### config.mk
export PLATFORM = sky130hd
export DESIGN_NAME = instr_cache_flat
export DESIGN_NICKNAME = d
export VERILOG_FILES = /design/src/rtl/instr_cache_if.sv /design/src/rtl/instr_cache.sv /design/src/flat_wrapper.sv
export SDC_FILE = /design/constraint.sdc
export NUM_CORES = 2
export LEC_CHECK = 0
export CAP_MARGIN = 0
export CORE_MARGIN = 3
export CORE_UTILIZATION = 45
export DETAILED_ROUTE_END_ITERATION = 12
export PLACE_DENSITY = 0.59
export SLEW_MARGIN = 20
export SYNTH_ARGS = -nofsm -noshare
export SYNTH_HDL_FRONTEND = slang
export SYNTH_SLANG_ARGS = --single-unit
### constraint.sdc
create_clock -name i_clock -period 44.1 [get_ports i_clock]
set_input_delay 8.82 -clock i_clock [delete_from_list [all_inputs] [get_ports i_clock]]
set_output_delay 8.82 -clock i_clock [all_outputs]
set_load 0.01 [all_outputs]
### src/rtl/instr_cache_if.sv
// Instruction cache bus: two lookup ports, flush, and the refill channel.
// Signal names are written from the cache's point of view (i_ = into cache).
interface instr_cache_if #(
  parameter int XLEN = 32
);
  logic [1:0]           i_read;
  logic [1:0][XLEN-1:0] i_req_address;
  logic                 i_flush;
  logic [1:0]           o_hit;
  logic [1:0][31:0]     o_data;
  logic [1:0][XLEN-1:0] o_resp_address;
  logic                 o_mem_read;
  logic [XLEN-1:0]      o_mem_address;
  logic                 i_mem_ready;
  logic [31:0]          i_mem_data;

  modport slave (
    input  i_read, i_req_address, i_flush, i_mem_ready, i_mem_data,
    output o_hit, o_data, o_resp_address, o_mem_read, o_mem_address
  );

  modport master (
    output i_read, i_req_address, i_flush, i_mem_ready, i_mem_data,
    input  o_hit, o_data, o_resp_address, o_mem_read, o_mem_address
  );
endinterface

### src/rtl/instr_cache.sv
// Dual-port direct-mapped instruction cache with a single line-refill engine.
// Lookups take one cycle; misses are refilled beat by beat into a line buffer
// and committed in one cycle. A second-port miss can be queued as pending.
// SETS and LINE_WORDS must be powers of two, LINE_WORDS >= 2.
module instr_cache #(
  parameter int XLEN       = 32,
  parameter int SETS       = 16,
  parameter int LINE_WORDS = 4
) (
  input  logic         i_clock,
  input  logic         i_reset,
  instr_cache_if.slave bus
);
  localparam int WB = $clog2(LINE_WORDS);
  localparam int IB = $clog2(SETS);
  localparam int OB = WB + 2;
  localparam int TB = XLEN - OB - IB;

  typedef enum logic [1:0] {IDLE = 2'd0, FILL = 2'd1, COMMIT = 2'd2} state_t;

  state_t               r_state;
  state_t               w_state_nxt;
  logic [SETS-1:0]      r_valid;
  logic [TB-1:0]        r_tag  [SETS];
  logic [31:0]          r_line [SETS][LINE_WORDS];
  logic [31:0]          r_buf  [LINE_WORDS];
  logic [XLEN-1:0]      r_fill_base;
  logic [XLEN-1:0]      r_pend_base;
  logic                 r_pend_valid;
  logic                 r_flushed;
  logic [WB-1:0]        r_beat;
  logic                 r_mem_read;
  logic [XLEN-1:0]      r_mem_address;
  logic [1:0]           r_hit;
  logic [1:0][31:0]     r_data;
  logic [1:0][XLEN-1:0] r_resp;

  logic [1:0][IB-1:0]   w_idx;
  logic [1:0][TB-1:0]   w_tag;
  logic [1:0][WB-1:0]   w_word;
  logic [1:0][XLEN-1:0] w_base;
  logic [1:0]           w_match;
  logic [1:0]           w_hit;
  logic [1:0]           w_miss;
  logic                 w_last;
  logic                 w_start_pend;
  logic [IB-1:0]        w_fill_idx;
  logic                 w_unused;

  // Byte offset within a word is irrelevant to an instruction fetch.
  assign w_unused = ^{bus.i_req_address[0][1:0], bus.i_req_address[1][1:0]};

  assign w_fill_idx   = r_fill_base[OB +: IB];
  assign w_last       = bus.i_mem_ready && (r_beat == WB'(LINE_WORDS - 1));
  assign w_start_pend = r_pend_valid && !r_flushed && !bus.i_flush &&
                        (r_pend_base != r_fill_base);

  // Per-port address split and tag compare.
  always_comb begin
    for (int i = 0; i < 2; i++) begin
      w_idx[i]   = bus.i_req_address[i][OB +: IB];
      w_tag[i]   = bus.i_req_address[i][XLEN-1 -: TB];
      w_word[i]  = bus.i_req_address[i][2 +: WB];
      w_base[i]  = {bus.i_req_address[i][XLEN-1:OB], {OB{1'b0}}};
      w_match[i] = r_valid[w_idx[i]] && (r_tag[w_idx[i]] == w_tag[i]);
      w_hit[i]   = bus.i_read[i] && (r_state == IDLE) && w_match[i] && !bus.i_flush;
      w_miss[i]  = bus.i_read[i] && (r_state == IDLE) && !w_match[i];
    end
  end

  // Next-state logic of the refill FSM.
  always_comb begin
    w_state_nxt = r_state;
    case (r_state)
      IDLE: begin
        if (w_miss[0] || w_miss[1]) w_state_nxt = FILL;
        else                        w_state_nxt = IDLE;
      end
      FILL: begin
        if (w_last) w_state_nxt = COMMIT;
        else        w_state_nxt = FILL;
      end
      COMMIT: begin
        if (w_start_pend) w_state_nxt = FILL;
        else              w_state_nxt = IDLE;
      end
      default: w_state_nxt = IDLE;
    endcase
  end

  // FSM state register.
  always_ff @(posedge i_clock) begin
    if (!i_reset) r_state <= IDLE;
    else          r_state <= w_state_nxt;
  end

  // Refill control: line base, beat counter, pending miss, memory request.
  always_ff @(posedge i_clock) begin
    if (!i_reset) begin
      r_valid       <= '0;
      r_beat        <= '0;
      r_pend_valid  <= 1'b0;
      r_pend_base   <= '0;
      r_fill_base   <= '0;
      r_flushed     <= 1'b0;
      r_mem_read    <= 1'b0;
      r_mem_address <= '0;
    end else begin
      case (r_state)
        IDLE: begin
          if (w_miss[0]) begin
            r_fill_base   <= w_base[0];
            r_mem_address <= w_base[0];
            r_pend_valid  <= w_miss[1] && (w_base[1] != w_base[0]);
            r_pend_base   <= w_base[1];
            r_mem_read    <= 1'b1;
            r_beat        <= '0;
            r_flushed     <= 1'b0;
          end else if (w_miss[1]) begin
            r_fill_base   <= w_base[1];
            r_mem_address <= w_base[1];
            r_pend_valid  <= 1'b0;
            r_mem_read    <= 1'b1;
            r_beat        <= '0;
            r_flushed     <= 1'b0;
          end else begin
            r_mem_read    <= 1'b0;
          end
        end
        FILL: begin
          if (bus.i_mem_ready) begin
            r_beat        <= r_beat + WB'(1);
            // Offset field wraps on its own, so the index never sees a carry.
            r_mem_address <= {r_fill_base[XLEN-1:OB], r_beat + WB'(1), 2'b00};
            r_mem_read    <= !w_last;
          end else begin
            r_mem_read    <= 1'b1;
          end
          // A flush during refill poisons this line and drops the queued miss.
          if (bus.i_flush) begin
            r_flushed    <= 1'b1;
            r_pend_valid <= 1'b0;
          end else begin
            r_flushed    <= r_flushed;
          end
        end
        COMMIT: begin
          r_pend_valid <= 1'b0;
          if (w_start_pend) begin
            r_fill_base   <= r_pend_base;
            r_mem_address <= r_pend_base;
            r_mem_read    <= 1'b1;
            r_beat        <= '0;
            r_flushed     <= 1'b0;
          end else begin
            r_mem_read    <= 1'b0;
          end
        end
        default: r_mem_read <= 1'b0;
      endcase

      if (bus.i_flush)                           r_valid <= '0;
      else if (r_state == COMMIT && !r_flushed)  r_valid[w_fill_idx] <= 1'b1;
      else                                       r_valid <= r_valid;
    end
  end

  // Line buffer capture and line/tag commit; validity is tracked separately.
  always_ff @(posedge i_clock) begin
    if (i_reset && r_state == FILL && bus.i_mem_ready) begin
      r_buf[r_beat] <= bus.i_mem_data;
    end else if (i_reset && r_state == COMMIT) begin
      for (int w = 0; w < LINE_WORDS; w++) r_line[w_fill_idx][w] <= r_buf[w];
      r_tag[w_fill_idx] <= r_fill_base[XLEN-1 -: TB];
    end else begin
      r_tag[w_fill_idx] <= r_tag[w_fill_idx];
    end
  end

  // Registered lookup responses; data and address hold on a non-hit.
  always_ff @(posedge i_clock) begin
    if (!i_reset) begin
      r_hit  <= 2'b00;
      r_data <= '0;
      r_resp <= '0;
    end else begin
      for (int i = 0; i < 2; i++) begin
        if (w_hit[i]) begin
          r_hit[i]  <= 1'b1;
          r_data[i] <= r_line[w_idx[i]][w_word[i]];
          r_resp[i] <= bus.i_req_address[i];
        end else begin
          r_hit[i]  <= 1'b0;
        end
      end
    end
  end

  assign bus.o_hit          = r_hit;
  assign bus.o_data         = r_data;
  assign bus.o_resp_address = r_resp;
  assign bus.o_mem_read     = r_mem_read;
  assign bus.o_mem_address  = r_mem_address;
endmodule

### src/flat_wrapper.sv
// flat-port wrapper written by rule: the top's interface ports become plain ports
module instr_cache_flat 
#(
  parameter int XLEN       = 32,
  parameter int SETS       = 16,
  parameter int LINE_WORDS = 4
)
  (i_clock, i_reset, bus_i_read, bus_i_req_address, bus_i_flush, bus_i_mem_ready, bus_i_mem_data, bus_o_hit, bus_o_data, bus_o_resp_address, bus_o_mem_read, bus_o_mem_address);
  instr_cache_if #(.XLEN(XLEN)) bus_i ();
  input  logic i_clock;
  input  logic i_reset;
  input wire logic [$bits(bus_i.i_read)-1:0] bus_i_read;
  input wire logic [$bits(bus_i.i_req_address)-1:0] bus_i_req_address;
  input wire logic [$bits(bus_i.i_flush)-1:0] bus_i_flush;
  input wire logic [$bits(bus_i.i_mem_ready)-1:0] bus_i_mem_ready;
  input wire logic [$bits(bus_i.i_mem_data)-1:0] bus_i_mem_data;
  output wire logic [$bits(bus_i.o_hit)-1:0] bus_o_hit;
  output wire logic [$bits(bus_i.o_data)-1:0] bus_o_data;
  output wire logic [$bits(bus_i.o_resp_address)-1:0] bus_o_resp_address;
  output wire logic [$bits(bus_i.o_mem_read)-1:0] bus_o_mem_read;
  output wire logic [$bits(bus_i.o_mem_address)-1:0] bus_o_mem_address;
  assign bus_i.i_read = bus_i_read;
  assign bus_i.i_req_address = bus_i_req_address;
  assign bus_i.i_flush = bus_i_flush;
  assign bus_i.i_mem_ready = bus_i_mem_ready;
  assign bus_i.i_mem_data = bus_i_mem_data;
  assign bus_o_hit = bus_i.o_hit;
  assign bus_o_data = bus_i.o_data;
  assign bus_o_resp_address = bus_i.o_resp_address;
  assign bus_o_mem_read = bus_i.o_mem_read;
  assign bus_o_mem_address = bus_i.o_mem_address;
  instr_cache #(.XLEN(XLEN), .SETS(SETS), .LINE_WORDS(LINE_WORDS)) u_core (.i_clock(i_clock), .i_reset(i_reset), .bus(bus_i));
endmodule
==> flow_summary.json <==
{
  "outcome": "complete, no violations",
  "rsz0062_at_grt": "false",
  "drc_errors": 0,
  "post-cts-setup-buffers": 0,
  "drive_gt1_share_pct": 33.6,
  "root_buffer": "clkbuf_16",
  "synth.top_cells.by_area": "edfxtp_1 61%, mux4_2 27%, dfxtp_1 3.8%, mux2i_1 1.4%, clkbuf_1 0.83%",
  "setup_viol_count_final": 0,
  "antenna_found_initial": 8,
  "hp-class": "flop to flop",
  "p_comb_share_pct": 6.9,
  "die_w_um": 537,
  "power_density_mw_per_mm2": 41.2,
  "yosysTopAreaCell": "edfxtp_1",
  "grt_pass1_vias": 71100,
  "r2r-start": "u_core.r_state[1]",
  "drt-wirelength-per-cell_um": 36.7,
  "switching_share_pct": 22.2,
  "ys.flop_type": "edfxtp_1",
  "clk_pin_slew_worst_paths_ps": 60,
  "die-area_mm2": 0.288,
  "area_growth_pct": 13.2,
  "fmax_mhz": 68.2,
  "first_pass_iters": 6,
  "syn_inst": 6135,
  "gp_congestion": 0.857,
  "cap_viol_max_count": 0,
  "io-pin-count": 265,
  "grt-ovfl-total": 0,
  "crit_type": "input pin to flop",
  "synth_edf_count": 2560,
  "placedCellCount": 9769,
  "cp.arrival_ps": 15470,
  "start_util_pct": 45.3,
  "ys_warn_count": 0,
  "cp-start-kind": "input pin",
  "required_ps": 44910,
  "num_vias": 68700,
  "cts_tree": "done",
  "place_hpwl_mm": 204,
  "met1_usage_pct": 37.1,
  "hold_start": "u_core.bus.o_resp_address[27]",
  "synth-seq-cells": 2798,
  "worst_ir_drop_vdd_v": 0.0000271,
  "syn_area_mm2": 0.127,
  "crit_start": "bus_i_req_address[37]",
  "row_count": 194,
  "avgSynthCellArea_um2": 20.7,
  "cts_max_path_buffers": 4,
  "yosysUniqueCellTypes": 75,
  "grt_pass1_wl_mm": 540,
  "p_leak_uw": 0.0450,
  "h-tree-depth": 5,
  "cts-hold-fix-buffers": 0,
  "worstMarginPinSlew_ps": 1160,
  "ys_seq_area_share_pct": 64.3,
  "place.port_buffers": 262,
  "path_max_fanout": 124,
  "relSlewSlack_pct": 22.0,
  "p_clk_share_pct": 44.0,
  "grt_util_all_layers_pct": 26.2,
  "fin_nets": 6467,
  "setup_tns_ps": 0,
  "period_share_pct": 33.3,
  "grt_start_max_net_pins": 125,
  "p_int_uw": 4600,
  "top_usage_layer": "met2",
  "switching_power_uw": 1310,
  "seqPwrFrac_pct": 49.1,
  "hold_viol_final": 0,
  "drt_iter0_drc": 8383,
  "post-route-min-period_ps": 14670,
  "numClockSinks": 2798,
  "drtAntennaViolNets": 0,
  "cts_resized": 0,
  "async_flop_share_pct": 0,
  "endpoint_kind": "flop",
  "via_per_inst": 6.65,
  "finalMaxSlewViolations": 0,
  "wirelength_mm": 379,
  "grt_util_met2_pct": 42.4,
  "clk_latency_ps": 890,
  "fin_cells": 10300,
  "core_mm2": 0.280,
  "cts_buffers": 308,
  "yosysTopAreaCellShare_pct": 60.6,
  "met3_usage_pct": 4.16,
  "die_h_um": 537,
  "fin_skew_ps": 41.6
}
-- metrics by stage --
stage	utilization, %	cell area [um^2]	setup WS [ps]	hold WS, ps	total power [uW]
global placement	47.7	133000	28550	437	3370
detailed placement	47.7	133000	28550	445	3370
floorplan	-	127000	23250	446	3230
global route	51.3	144000	29290	465	6090
CTS	51.3	144000	29500	452	5960
finish	51.3	144000	29430	450	5910
-- flip-flops by register name (all words and copies together) (netlist names), 2 cells and up --
| name | count |
|---|---|
| u_core.r_tag | 384 |
| u_core.r_buf | 128 |
| u_core.bus.o_resp_address | 64 |
| u_core.r_state | 2 |
| u_core.r_pend_base | 28 |
| u_core.r_fill_base | 28 |
| u_core.bus.o_data | 64 |
| u_core.r_valid | 16 |
| u_core.r_line | 2048 |
| u_core.bus.o_mem_address | 30 |
| u_core.bus.o_hit | 2 |
-- final cells by class --
cell class              count  area, um^2
diodes                      3        7.51
flip-flops and latches   2798       81600
multi-input cells        2792       43100
well taps                3724        4660
fillers                 22100      136000
clock buffers             403        8440
inverters                  45         184
repair buffers            412        4010
clock inverters           152        1710
-- per-layer routing --
| layer | vias to the layer above | part of all wire [%] |
|---|---|---|
| met5 | - | 0.0034 |
| met4 | 2 | 2.9 |
| met3 | 575 | 7.4 |
| met2 | 3119 | 49 |
| met1 | 37900 | 41 |
| li1 | 27100 | - |
-- power by group through the flow --
stage	Combinational (uW)	Sequential, uW	Clock [uW]
6_report	408	2900	2600
5_1_grt	429	2900	2760
3_3_place_gp	410	2960	0
4_1_cts	411	2900	2650
2_1_floorplan	280	2950	0
3_5_place_dp	410	2960	0
-- cells in the mapped netlist (12+ instances only) --
library cell	number
edfxtp_1	2560
mux4_2	1513
clkbuf_1	281
dfxtp_1	238
mux2i_1	183
nand2_1	169
buf_2	155
nor2_1	144
nand3_1	101
a21oi_1	92
o221ai_1	60
xnor2_1	52
xor2_1	51
nand2b_1	48
inv_1	43
buf_1	40
a221o_1	30
a32o_1	30
o31ai_1	30
mux2_2	25
a31o_1	21
o22ai_1	20
nor2b_1	18
nor3_1	16
o21ai_0	16
nand4_1	15
nor4_1	15
a22oi_1	14
buf_4	13
buf_6	12
-- placed cells by master (no fill, tap or decap), drive strengths merged, types with 11 or more instances in the layout --
| cell type | count |
|---|---|
| a32o | 30 |
| clkinv | 96 |
| nand4 | 15 |
| a22oi | 14 |
| nand3 | 101 |
| a31o | 32 |
| buf | 162 |
| o31ai | 30 |
| edfxtp | 2560 |
| nor3 | 16 |
| nor2 | 144 |
| a221o | 30 |
| mux2i | 183 |
| and3 | 11 |
| bufinv | 30 |
| clkdlybuf4s50 | 249 |
| nand2 | 169 |
| o21ai | 17 |
| dfxtp | 238 |
| inv | 61 |
| nor2b | 18 |
| mux2 | 25 |
| a211oi | 11 |
| o22ai | 20 |
| mux4 | 1513 |
| nand2b | 48 |
| nor4 | 17 |
| xnor2 | 52 |
| xor2 | 51 |
| clkbuf | 404 |
| a31oi | 11 |
| o221ai | 61 |
| a21oi | 93 |
-- critical path, stage by stage --
cell and delay (ps):
buf_8 380, buf_4 800, buf_4 830, buf_12 630, mux4_2 410, a22o_1 220
a221oi_1 410, xnor2_1 190, o2111ai_1 330, nor4_4 490, nand3_4 650, buf_4 600
a211o_1 340, a21oi_1 120
-- cell families after synthesis --
family	count (synthesis)	synth area share (%)
fa+ha+maj	8	0.0789
buf+inv	546	1.88
other cells	1	0.00295
mux	1721	28.5
compound gates	393	2.39
flops	2798	64.3
xor+xnor	103	0.711
simple gates	565	2.10
-- path summary, 6_finish.rpt --
path | to | slack [ps] | cells past startpoint
setup / recovery | u_core.bus.o_data[55] | 29430 | 14
hold / removal | u_core.bus.o_resp_address[27] | 450 | 2
setup reg to reg | u_core.r_line[7][103] | 38260 | 8
hold reg to reg | u_core.bus.o_resp_address[27] | 450 | 2
Note: power is estimated with default switching activity, not from simulation.
